$ cat config.mk
export PLATFORM = sky130hd
export DESIGN_NAME = cmd_frame_parser
export DESIGN_NICKNAME = d
export VERILOG_FILES = /design/src/rtl/cmd_frame_parser.sv
export SDC_FILE = /design/constraint.sdc
export NUM_CORES = 1
export LEC_CHECK = 0
export BUFFER_PORTS_ARGS = -buffer_cell sky130_fd_sc_hd__buf_2
export CELL_PAD_IN_SITES_DETAIL_PLACEMENT = 1
export CELL_PAD_IN_SITES_GLOBAL_PLACEMENT = 2
export CORE_ASPECT_RATIO = 0.75
export CORE_MARGIN = 4
export CORE_UTILIZATION = 37
export CTS_BUF_LIST = sky130_fd_sc_hd__clkbuf_8
export DETAILED_ROUTE_END_ITERATION = 10
export PLACE_DENSITY = 0.83
export REMOVE_ABC_BUFFERS = 1
export SKIP_LAST_GASP = 1
export SYNTH_ARGS = -nofsm -noshare
export SYNTH_HDL_FRONTEND = slang
export SYNTH_SLANG_ARGS = --single-unit
$ cat constraint.sdc
create_clock -name clk -period 3.85 [get_ports clk]
set_input_delay 0.385 -clock clk [delete_from_list [all_inputs] [get_ports clk]]
set_output_delay 0.385 -clock clk [all_outputs]
set_load 0.01 [all_outputs]
$ cat src/rtl/cmd_frame_parser.sv
// cmd_frame_parser
//   Assembles framed commands from the USB receive byte stream and holds the
//   waveform-control registers that feed sig_gen.
//   Frame: 0xA5, OPC, DHI, DLO [, CKS]. A frame is judged in the cycle after
//   the rx_valid of its last byte. In that cycle either the target register
//   updates and cmd_ok pulses, or err_frame / err_range pulses and nothing
//   changes.
//   Optional feature macro: FRAME_CHECKSUM_EN. When it is defined a fifth
//   byte CKS = OPC ^ DHI ^ DLO is required.
//
// Handshake: rx_valid_i is a single-cycle strobe with no back-pressure. A
//   byte is consumed on every cycle in which rx_valid_i is high. Back-to-back
//   strobes are allowed.
//
// Ports
//   clk            100 MHz system clock
//   rst_n          synchronous active-low reset
//   rx_byte_i      received byte, valid while rx_valid_i is high
//   rx_valid_i     one-cycle byte strobe
//   state_o        waveform select
//   state_freq_o   frequency word
//   state_amp_o    amplitude code
//   state_phase_o  phase offset
//   cmd_ok_o       pulse: frame applied
//   err_frame_o    pulse: bad opcode or bad checksum
//   err_range_o    pulse: payload out of range
//   err_timeout_o  pulse: inter-byte gap expired inside a frame
//   frame_cnt_o    applied-frame count, wraps 255 -> 0
//   fsm_state_o    current parser FSM state (debug)
module cmd_frame_parser #(
  parameter logic [4:0]  DEF_STATE      = 5'd4,
  parameter logic [11:0] DEF_FREQ       = 12'd1,
  parameter logic [2:0]  DEF_AMP        = 3'd7,
  parameter logic [7:0]  DEF_PHASE      = 8'd0,
  parameter logic [4:0]  MAX_STATE      = 5'd7,
  parameter int          TIMEOUT_CYCLES = 100000,
  parameter int          TO_W           = 17
) (
  input  logic        clk,
  input  logic        rst_n,
  input  logic [7:0]  rx_byte_i,
  input  logic        rx_valid_i,
  output logic [4:0]  state_o,
  output logic [11:0] state_freq_o,
  output logic [2:0]  state_amp_o,
  output logic [7:0]  state_phase_o,
  output logic        cmd_ok_o,
  output logic        err_frame_o,
  output logic        err_range_o,
  output logic        err_timeout_o,
  output logic [7:0]  frame_cnt_o,
  output logic [2:0]  fsm_state_o
);

  typedef enum logic [2:0] {
    S_IDLE = 3'd0,
    S_OPC  = 3'd1,
    S_DHI  = 3'd2,
    S_DLO  = 3'd3
`ifdef FRAME_CHECKSUM_EN
    , S_CKS = 3'd4
`endif
  } fsm_e;

  localparam logic [TO_W-1:0] TO_LAST = TO_W'(TIMEOUT_CYCLES - 1);

  fsm_e            fsm_q, fsm_d;
  logic [7:0]      opc_q, opc_d;
  logic [7:0]      dhi_q, dhi_d;
`ifdef FRAME_CHECKSUM_EN
  logic [7:0]      dlo_q, dlo_d;
`endif
  logic [TO_W-1:0] to_q, to_d;
  logic [4:0]      state_q, state_d;
  logic [11:0]     freq_q, freq_d;
  logic [2:0]      amp_q, amp_d;
  logic [7:0]      phase_q, phase_d;
  logic [7:0]      cnt_q, cnt_d;
  logic            ok_q, ok_d;
  logic            efr_q, efr_d;
  logic            erg_q, erg_d;
  logic            eto_q, eto_d;

  logic            fin;      // last byte of a frame is present this cycle
  logic [7:0]      fin_dlo;  // DLO of the frame being judged
  logic            cks_ok;
  logic            expire;
  logic [15:0]     d16;

  always_comb begin
    fsm_d   = fsm_q;
    opc_d   = opc_q;
    dhi_d   = dhi_q;
`ifdef FRAME_CHECKSUM_EN
    dlo_d   = dlo_q;
`endif
    state_d = state_q;
    freq_d  = freq_q;
    amp_d   = amp_q;
    phase_d = phase_q;
    cnt_d   = cnt_q;
    ok_d    = 1'b0;
    efr_d   = 1'b0;
    erg_d   = 1'b0;
    eto_d   = 1'b0;
    fin     = 1'b0;
    fin_dlo = rx_byte_i;
    cks_ok  = 1'b1;
    // A byte arriving in the expiry cycle wins over the timeout.
    expire  = (fsm_q != S_IDLE) && !rx_valid_i && (to_q == TO_LAST);
    to_d    = (rx_valid_i || fsm_q == S_IDLE || expire) ? '0 : to_q + TO_W'(1);

    case (fsm_q)
      S_IDLE: if (rx_valid_i && rx_byte_i == 8'hA5) fsm_d = S_OPC;
      S_OPC: if (rx_valid_i) begin
        opc_d = rx_byte_i;
        fsm_d = S_DHI;
      end
      S_DHI: if (rx_valid_i) begin
        dhi_d = rx_byte_i;
        fsm_d = S_DLO;
      end
`ifdef FRAME_CHECKSUM_EN
      S_DLO: if (rx_valid_i) begin
        dlo_d = rx_byte_i;
        fsm_d = S_CKS;
      end
      S_CKS: if (rx_valid_i) begin
        fin     = 1'b1;
        fin_dlo = dlo_q;
        cks_ok  = (rx_byte_i == (opc_q ^ dhi_q ^ dlo_q));
        fsm_d   = S_IDLE;
      end
`else
      S_DLO: if (rx_valid_i) begin
        fin   = 1'b1;
        fsm_d = S_IDLE;
      end
`endif
      default: fsm_d = S_IDLE;
    endcase

    if (expire) begin
      fsm_d = S_IDLE;
      eto_d = 1'b1;
    end

    d16 = {dhi_q, fin_dlo};
    if (fin) begin
      // Checksum failure outranks opcode checks, which outrank range checks.
      if (!cks_ok) begin
        efr_d = 1'b1;
      end else begin
        case (opc_q)
          8'h01: if (dhi_q == 8'd0 && fin_dlo <= {3'b000, MAX_STATE}) begin
            state_d = fin_dlo[4:0];
            ok_d    = 1'b1;
          end else erg_d = 1'b1;
          8'h02: if (d16[15:12] == 4'd0 && d16 != 16'd0) begin
            freq_d = d16[11:0];
            ok_d   = 1'b1;
          end else erg_d = 1'b1;
          8'h03: if (dhi_q == 8'd0 && fin_dlo <= 8'd7) begin
            amp_d = fin_dlo[2:0];
            ok_d  = 1'b1;
          end else erg_d = 1'b1;
          8'h04: if (dhi_q == 8'd0) begin
            phase_d = fin_dlo;
            ok_d    = 1'b1;
          end else erg_d = 1'b1;
          default: efr_d = 1'b1;
        endcase
      end
      if (ok_d) cnt_d = cnt_q + 8'd1;
    end
  end

  always_ff @(posedge clk) begin
    if (!rst_n) begin
      fsm_q   <= S_IDLE;
      opc_q   <= 8'd0;
      dhi_q   <= 8'd0;
`ifdef FRAME_CHECKSUM_EN
      dlo_q   <= 8'd0;
`endif
      to_q    <= '0;
      state_q <= DEF_STATE;
      freq_q  <= DEF_FREQ;
      amp_q   <= DEF_AMP;
      phase_q <= DEF_PHASE;
      cnt_q   <= 8'd0;
      ok_q    <= 1'b0;
      efr_q   <= 1'b0;
      erg_q   <= 1'b0;
      eto_q   <= 1'b0;
    end else begin
      fsm_q   <= fsm_d;
      opc_q   <= opc_d;
      dhi_q   <= dhi_d;
`ifdef FRAME_CHECKSUM_EN
      dlo_q   <= dlo_d;
`endif
      to_q    <= to_d;
      state_q <= state_d;
      freq_q  <= freq_d;
      amp_q   <= amp_d;
      phase_q <= phase_d;
      cnt_q   <= cnt_d;
      ok_q    <= ok_d;
      efr_q   <= efr_d;
      erg_q   <= erg_d;
      eto_q   <= eto_d;
    end
  end

  assign state_o       = state_q;
  assign state_freq_o  = freq_q;
  assign state_amp_o   = amp_q;
  assign state_phase_o = phase_q;
  assign cmd_ok_o      = ok_q;
  assign err_frame_o   = efr_q;
  assign err_range_o   = erg_q;
  assign err_timeout_o = eto_q;
  assign frame_cnt_o   = cnt_q;
  assign fsm_state_o   = fsm_q;

endmodule

==> metrics.md, run 1 <==
| Metric | Value |
|---|---|
| Status | `completed` |
| H-tree depth | `3` |
| Post-Synth Adder-Cell Area | `under 10%` |
| Worst-path maximum fanout | `13` |
| Antenna violations before repair | `0` |
| Complex-gate fraction of the synthesized area | `under 10%` |
| Cts repair resizes | `0` |
| IR Drop Worst-Case VDD | `around 0.25 mV` |
| Source-to-sink clock delay at the later pin of the worst-skew pair | `between 0.3 and 0.4 ns` |
| Number of setup violations in the final report | `0` |
| Number of buffers inserted for hold repair after clock tree synthesis | `0` |
| Cell with the largest stage delay on the worst path | `o2bb2ai_2` |
| Post-route ant nets | `0` |
| Setup Crit Path Kind | `reg2reg` |
| Buffer depth of the longest clock path | `2` |
| Primary flip-flop cell chosen by synthesis mapping | `dfxtp_1` |
| Routability Congestion | `0.753` |
| Height of the die | `88.7 um` |
| First-pass GRT wire length | `about 14 mm` |
| Max Clock Freq | `~450 MHz` |
| Multi-input combinational cell area | `0.00158 mm^2` |
| Post-synthesis instance total | `approximately 370` |
| Avg Synthesized Cell Area | `roughly 8.7 um^2` |
| Non-filler cells, final | `~520` |
| Setup TNS after final layout | `0 ns` |
| Port buffer count | `52` |
| Post-synthesis mux area share | `between 5 and 6%` |
| Xor and xnor fraction of the mapped netlist area | `about 4.6%` |
| Largest stage delay on the critical path | `around 0.55 ns` |
| Cell row count | `29` |
| Number of detailed-route iterations in the first pass | `4` |
| Final slew viol count | `0` |
| Main area contributors after synthesis | `dfxtp_1 47%, nand2_1 6.8%, mux2i_1 5.3%` |
| Setup crit end kind | `register` |
| Number of setup buffers added after CTS | `0` |
| Slew at the pin with the worst max-slew slack | `0.781 ns` |
| Total via count in the routed design | `2697` |
| Cell accounting for the most synthesized area | `dfxtp_1` |
| Worst min-delay path category | `in2reg` |
| Final clock period utilization by the worst path | `57.8%` |
| Worst Path Required | `approximately 4.1 ns` |
| Top-level port count | `between 50 and 60` |
| Worst setup SP type | `register` |
| WL final | `between 8 and 9 mm` |
| Area grow syn2layout | `15.9%` |
| Clock transition at the register clock pins on the worst setup and hold paths after CTS | `0.07 ns` |
| Max-cap viol count | `0` |
| Number of hold-slack violations in the final timing report | `0` |
| Cell types with the highest counts after synthesis | `75 x dfxtp_1, 58 x nand2_1, 42 x nor2_1` |
| Number of cells in the design after placement | `about 510` |
| Via count of the first global-routing pass | `2652` |
| Clock tree root buffer cell | `clkbuf_8` |
| Power density cells | `about 400 mW/mm^2` |
| Pin count of the biggest net entering global routing | `46` |
| Worst clock skew | `roughly 0.0076 ns` |
| Core area | `~0.0085 mm^2` |
| Register area share after synthesis | `a little under half` |
| Starting DRT DRC Count | `about 120` |
| Post-detailed-route wirelength per cell | `around 16 um` |
| Final HPWL DP | `5.85 mm` |
| Main combinational cell family by area after synthesis | `simple AND/OR/NAND/NOR gates` |
| Syn Std Cell Area | `roughly 0.0032 mm^2` |
| Slew Limit Headroom | `around 48%` |
| Die X | `~120 um` |
| Global router's overall resource usage | `between 15 and 20%` |
| Area share of the largest cell type after synthesis | `46.8%` |
| Worst Path Arrival | `between 2 and 2.5 ns` |
| Initial core utilization | `a little under two fifths` |
| Share of layout cells above drive strength 1 | `roughly a fifth` |
| Proportion of synthesized flip-flops having asynchronous set or reset | `0%` |
| Residual DRC count | `0` |
| Number of distinct library cells after synthesis | `48` |
| Number of clock sinks | `75` |
| Synth Area in Simple Gates | `~28%` |
| Total number of nets in the final design | `428` |
| Total die area | `~0.010 mm^2` |
| TritonCTS clock tree | `done` |
| Yosys warning total | `0` |
| Unrepaired setup endpoints after global routing | `no` |
| Filler Cell Count | `about 1k` |
| Via density per instance | `5.17` |
| Final worst path period need | `2.22 ns` |
| List of cells traversed by the critical path | `ha_1, and4bb_2, nand4_4, o2bb2ai_2, nand4_1, mux2i_1` |
| Area of all sequential standard cells | `around 0.0015 mm^2` |
| Static Leakage | `1.42 nW` |
| Post-synth EDFFs | `0` |
| Number of antenna diodes | `0` |
| Final global-route overflow total | `0` |
| Flop and latch count out of synthesis | `75` |
| Most instantiated library cell after synthesis | `dfxtp_1` |
| Number of buffers added by the clock tree synthesis step | `9` |
-- worst paths after layout --
check	start	end	slack [ns]	cells after the start
worst max-delay path	fsm_state_o[0]	frame_cnt_o[7]	1.63	6
worst min-delay path	rx_byte_i[6]	state_freq_o[6]	0.34	3
worst max register to register	fsm_state_o[0]	frame_cnt_o[7]	1.63	6
worst min register to register	state_freq_o[8]	state_freq_o[8]	0.45	2
-- stage by stage --
stage | hold slack (ns) | total power, mW | cell area [um^2] | util [%] | setup slack [ns]
3_5_place_dp | 0.443 | 0.879 | 3520 | 41.6 | 1.58
4_1_cts | 0.317 | 1.51 | 3720 | 44.0 | 1.63
5_1_grt | 0.341 | 1.55 | 3720 | 44.0 | 1.45
2_1_floorplan | 0.430 | 0.843 | 3130 | - | 1.93
3_3_place_gp | 0.436 | 0.878 | 3520 | 41.6 | 1.62
6_report | 0.338 | 1.48 | 3720 | 44.0 | 1.63
-- final cells by class --
type	instances	area share (%)
multi-input combinational	262	42.5
sequential	75	40.3
timing repair buffer	52	6.99
clock buffer	12	4.44
tap	108	3.63
inverter	11	1.11
clock inverter	2	0.941
-- where the power goes --
part,internal [mW],switching (mW),leakage [nW]
clock network,0.345,0.278,0.104
logic,0.0217,0.0524,0.716
registers,0.780,0.00683,0.604
total,1.15,0.337,1.42
-- per-layer routing --
metal | up-vias | wire length [um] | share of wire, % | GRT usage, %
li1 | 1339 | - | - | -
met1 | 1306 | 4100 | 50 | 23.1
met4 | 0 | 78 | 0.95 | 3.84
met5 | - | 0 | 0 | 0
met3 | 8 | 342 | 4.2 | 4.85
met2 | 44 | 3680 | 45 | 27.3
-- placed cells by master (no fill, tap or decap), types with 2 or more instances in the layout --
cell / Yosys / layout
dfxtp_1: 75 / 75
nand2_1: 58 / 58
buf_2: 1 / 52
nor2_1: 42 / 42
a21oi_1: 33 / 33
nand3_1: 29 / 29
mux2i_1: 17 / 17
clkbuf_8: 0 / 12
inv_1: 10 / 10
xor2_1: 10 / 10
nand4_1: 7 / 7
xnor2_1: 7 / 7
and3_1: 7 / 7
ha_1: 6 / 6
nor3_1: 4 / 4
a21o_1: 4 / 4
nor4_1: 3 / 3
and2_1: 3 / 3
nor3b_1: 2 / 2
nor2b_1: 2 / 2
nor4_4: 2 / 2
and4_2: 2 / 2
nand2b_1: 2 / 2
-- registers in the layout (all words and copies together), names as in the netlist, 2 cells and up --
signal         cells
state_freq_o      12
state_o            5
to_q              17
state_phase_o      8
fsm_state_o        2
opc_q              8
state_amp_o        3
frame_cnt_o        8
dhi_q              8
-- worst max-delay path: cells and delay by family (launching register included) --
| family | cells | cell delay (ns) |
|---|---|---|
| AND/OR/NAND/NOR | 3 | 0.70 |
| AO/OA/AOI/OAI | 1 | 0.55 |
| flip-flops | 1 | 0.42 |
| adder cells (fa/ha/maj) | 1 | 0.29 |
| multiplexers | 1 | 0.16 |
-- cells by family after synthesis --
kind of cell | after synthesis
AND/OR/NAND/NOR | 175
buffers and inverters | 30
AO/OA/AOI/OAI | 46
XOR/XNOR | 17
other | 1
adder cells (fa/ha/maj) | 6
flip-flops | 75
multiplexers | 17
Note: power is estimated with default switching activity, not from simulation.
==> run 2, diff against run 1 <==
Settings changed: CORE_UTILIZATION 37 to 31, PLACE_DENSITY 0.83 to 0.74.
Clock period 3.85 ns to 1.9 ns, I/O delays scaled along.
==> run 2 against run 1 <==
Against the previous run: combinational power rose to 2.6 times the previous value; sequential power rose by 100%; hold slack got worse by 0.20 ns; fmax is 21% higher; critical path depth rose by 1; power is 100% higher; global-route usage down 1.7 points; non-clock buffer count rose by 32; die area grew 18%; routed wire length increased by 6.6%; clock power is 95% higher; clock skew increased by 0.0014 ns; largest power group unchanged.
==> metrics.md, run 2 (same netlist as run 1, synthesis figures left out) <==
| Metric | Value |
|---|---|
| Status | `completed` |
| Number of setup violations in the final report | `0 (unchanged)` |
| Final core area utilization | `40.9% (-3.1 points)` |
| Port buffer count | `52 (unchanged)` |
| Final clock period utilization by the worst path | `96.3% (+39 points)` |
| Residual DRC count | `0 (unchanged)` |
| Static Leakage | `1.60 nW (+13%)` |
| Largest reg by FF count | `to_q` |
| Commonest cells after routing, fill and taps aside | `72 x dfxtp_1, 58 x nand2_1, 52 x buf_2` |
| Total die area | `0.0121 mm^2 (+18%)` |
| Total via count in the routed design | `2787 (+3.3%)` |
| Area grow syn2layout | `26.1%` |
| Worst-path maximum fanout | `4 (-9)` |
| Internal power consumption | `2.30 mW (+100%)` |
| Number of detailed-route iterations in the first pass | `6 (+2)` |
| Cell row count | `31 (+6.9%)` |
| Starting DRT DRC Count | `153 (+33%)` |
| Clock Power Share | `40.5% (-1.5 points)` |
| Hold Worst Slack | `0.139 ns (-0.198 ns)` |
| Antenna violations before repair | `0 (unchanged)` |
| Number of hold-slack violations in the final timing report | `0 (unchanged)` |
| Net load switching power | `0.700 mW (+110%)` |
| Buffer depth of the longest clock path | `2 (unchanged)` |
| Number of buffers added by the clock tree synthesis step | `9 (unchanged)` |
| H-tree depth | `3 (unchanged)` |
| Final slew viol count | `0 (unchanged)` |
| Setup Crit Path Kind | `reg2reg` |
| Die X | `125 um (+8.6%)` |
| Routability Congestion | `0.838 (+11%)` |
| Unrepaired setup endpoints after global routing | `yes` |
| Non-filler cells, final | `579 (+11%)` |
| Worst min-delay path category | `in2reg` |
| Max Clock Freq | `546 MHz (+21%)` |
| Worst clock skew | `0.00898 ns (+0.00138 ns)` |
| Worst setup SP type | `register` |
| IR Drop Worst-Case VDD | `0.389 mV (+55%)` |
| Combinational share of power | `6.4% (+1.4 points)` |
| Worst-case setup margin in the final layout | `0.0700 ns (-1.56 ns)` |
| Final worst path period need | `1.83 ns (-0.393 ns)` |
| Number of flip-flops under the largest register name | `17 (unchanged)` |
| Global router's overall resource usage | `15.4% (-1.7 points)` |
| Number of antenna diodes | `0 (unchanged)` |
| First-pass GRT wire length | `14.6 mm (+7.4%)` |
| Top-level port count | `54 (unchanged)` |
| Clock transition at the register clock pins on the worst setup and hold paths after CTS | `0.08 ns (about the same)` |
| Height of the die | `96.1 um (+8.4%)` |
| Post-detailed-route wirelength per cell | `15.1 um (-3.9%)` |
| Setup crit end kind | `register` |
| Worst Path Required | `2.14 ns (-1.95 ns)` |
| Initial core utilization | `32.4% (-5.5 points)` |
| Final HPWL DP | `6.53 mm (+12%)` |
| Power density cells | `740 mW/mm^2 (+86%)` |
| Pre-CTS setup slack | `0.0394 ns (-1.54 ns)` |
| Worst Path Arrival | `2.07 ns (-0.39 ns)` |
| WL final | `8.74 mm (+6.6%)` |
| Clock tree root buffer cell | `clkbuf_8` |
| Switching fraction of total power | `23.4% (+0.65 points)` |
| Most common cell after layout, fill and taps aside | `dfxtp_1` |
| Cell count of the worst reg-to-reg path | `7 (+1)` |
| Min-Delay Path Depth | `3 (unchanged)` |
| Filler Cell Count | `1211 (+20%)` |
| Via density per instance | `4.81 (-6.8%)` |
| Overall power after layout | `3.00 mW (+100%)` |
| Final global-route overflow total | `0 (unchanged)` |
| Via count of the first global-routing pass | `2781 (+4.9%)` |
| TritonCTS clock tree | `done` |
| Pin count of the biggest net entering global routing | `30 (-35%)` |
| Post-route ant nets | `0 (unchanged)` |
| Max-cap viol count | `0 (unchanged)` |
| Number of clock sinks | `75 (unchanged)` |
| Part of the total power dissipated in sequential elements | `53.1% (about the same)` |
| Share of layout cells above drive strength 1 | `26.2% (+6.6 points)` |
| Number of cells in the design after placement | `562 (+11%)` |
| Source-to-sink clock delay at the later pin of the worst-skew pair | `0.36 ns (about the same)` |
| Core area | `0.00989 mm^2 (+17%)` |
| Total number of nets in the final design | `460 (+7.5%)` |
==> run 2: cell types whose count changed in the layout (fill, tap and decap cells not counted) <==
| cell | delta |
|---|---|
| buf_4 | +27 |
| buf_12 | +4 |
| dfxtp_1 | -3 |
| dfxtp_2 | +3 |
| clkbuf_8 | +2 |
| buf_6 | +1 |
| bufinv_16 | -1 |
==> run 2: final cells by class <==
cell class	instances	area, um^2	area share [%]
Sequential cell	75	1510	37.2
Clock inverter	1	5.00	0.124
Tap cell	132	165	4.08
Clock buffer	14	193	4.76
Multi-Input combinational cell	262	1580	39.1
Inverter	11	41.3	1.02
Timing Repair Buffer	84	554	13.7
==> run 2: repair_timing <==
item                       4_1_cts  5_1_grt
resized for setup                0        4
setup buffers                    0        2
setup endpoints to repair        0       15
hold buffers                     0        0
==> run 2: routing by layer <==
| metal | GRT usage [%] | up-vias | routed length [um] |
|---|---|---|---|
| met3 | 4.44 | 6 | 357 |
| met5 | 0 | - | 0 |
| met1 | 21.4 | 1341 | 4500 |
| li1 | - | 1402 | - |
| met4 | 4.33 | 0 | 46 |
| met2 | 23.4 | 38 | 3830 |
==> run 2: power by group through the flow <==
stage / combinational, mW / clock, mW / sequential [mW]
after floorplan: 0.0781 / 0 / 1.63
after global placement: 0.192 / 0 / 1.63
after detailed placement: 0.193 / 0 / 1.63
after CTS: 0.194 / 1.26 / 1.59
after global routing: 0.216 / 1.32 / 1.59
final: 0.192 / 1.21 / 1.59
==> run 2: metrics by stage <==
stage / setup TNS [ns] / instance area [um^2]
2_1_floorplan: -0.0374 / 3130
3_3_place_gp: 0 / 3830
3_5_place_dp: 0 / 3830
4_1_cts: 0 / 4020
5_1_grt: -0.238 / 4050
6_report: 0 / 4050
==> run 2: critical path, stage by stage (launching register included) <==
cell	delay (ns)
dfxtp_1	0.34
ha_1	0.16
and4bb_2	0.29
nand4_4	0.11
buf_6	0.16
nor4b_4	0.37
mux2i_1	0.23
nand2_1	0.06
==> run 2: final timing paths <==
| check | startpoint | end | slack, ns |
|---|---|---|---|
| hold reg to reg | state_freq_o[2] | state_freq_o[2] | 0.45 |
| setup reg to reg | fsm_state_o[1] | state_amp_o[2] | 0.07 |
| hold / removal | rx_byte_i[5] | state_freq_o[5] | 0.14 |
| setup / recovery | fsm_state_o[1] | state_amp_o[2] | 0.07 |
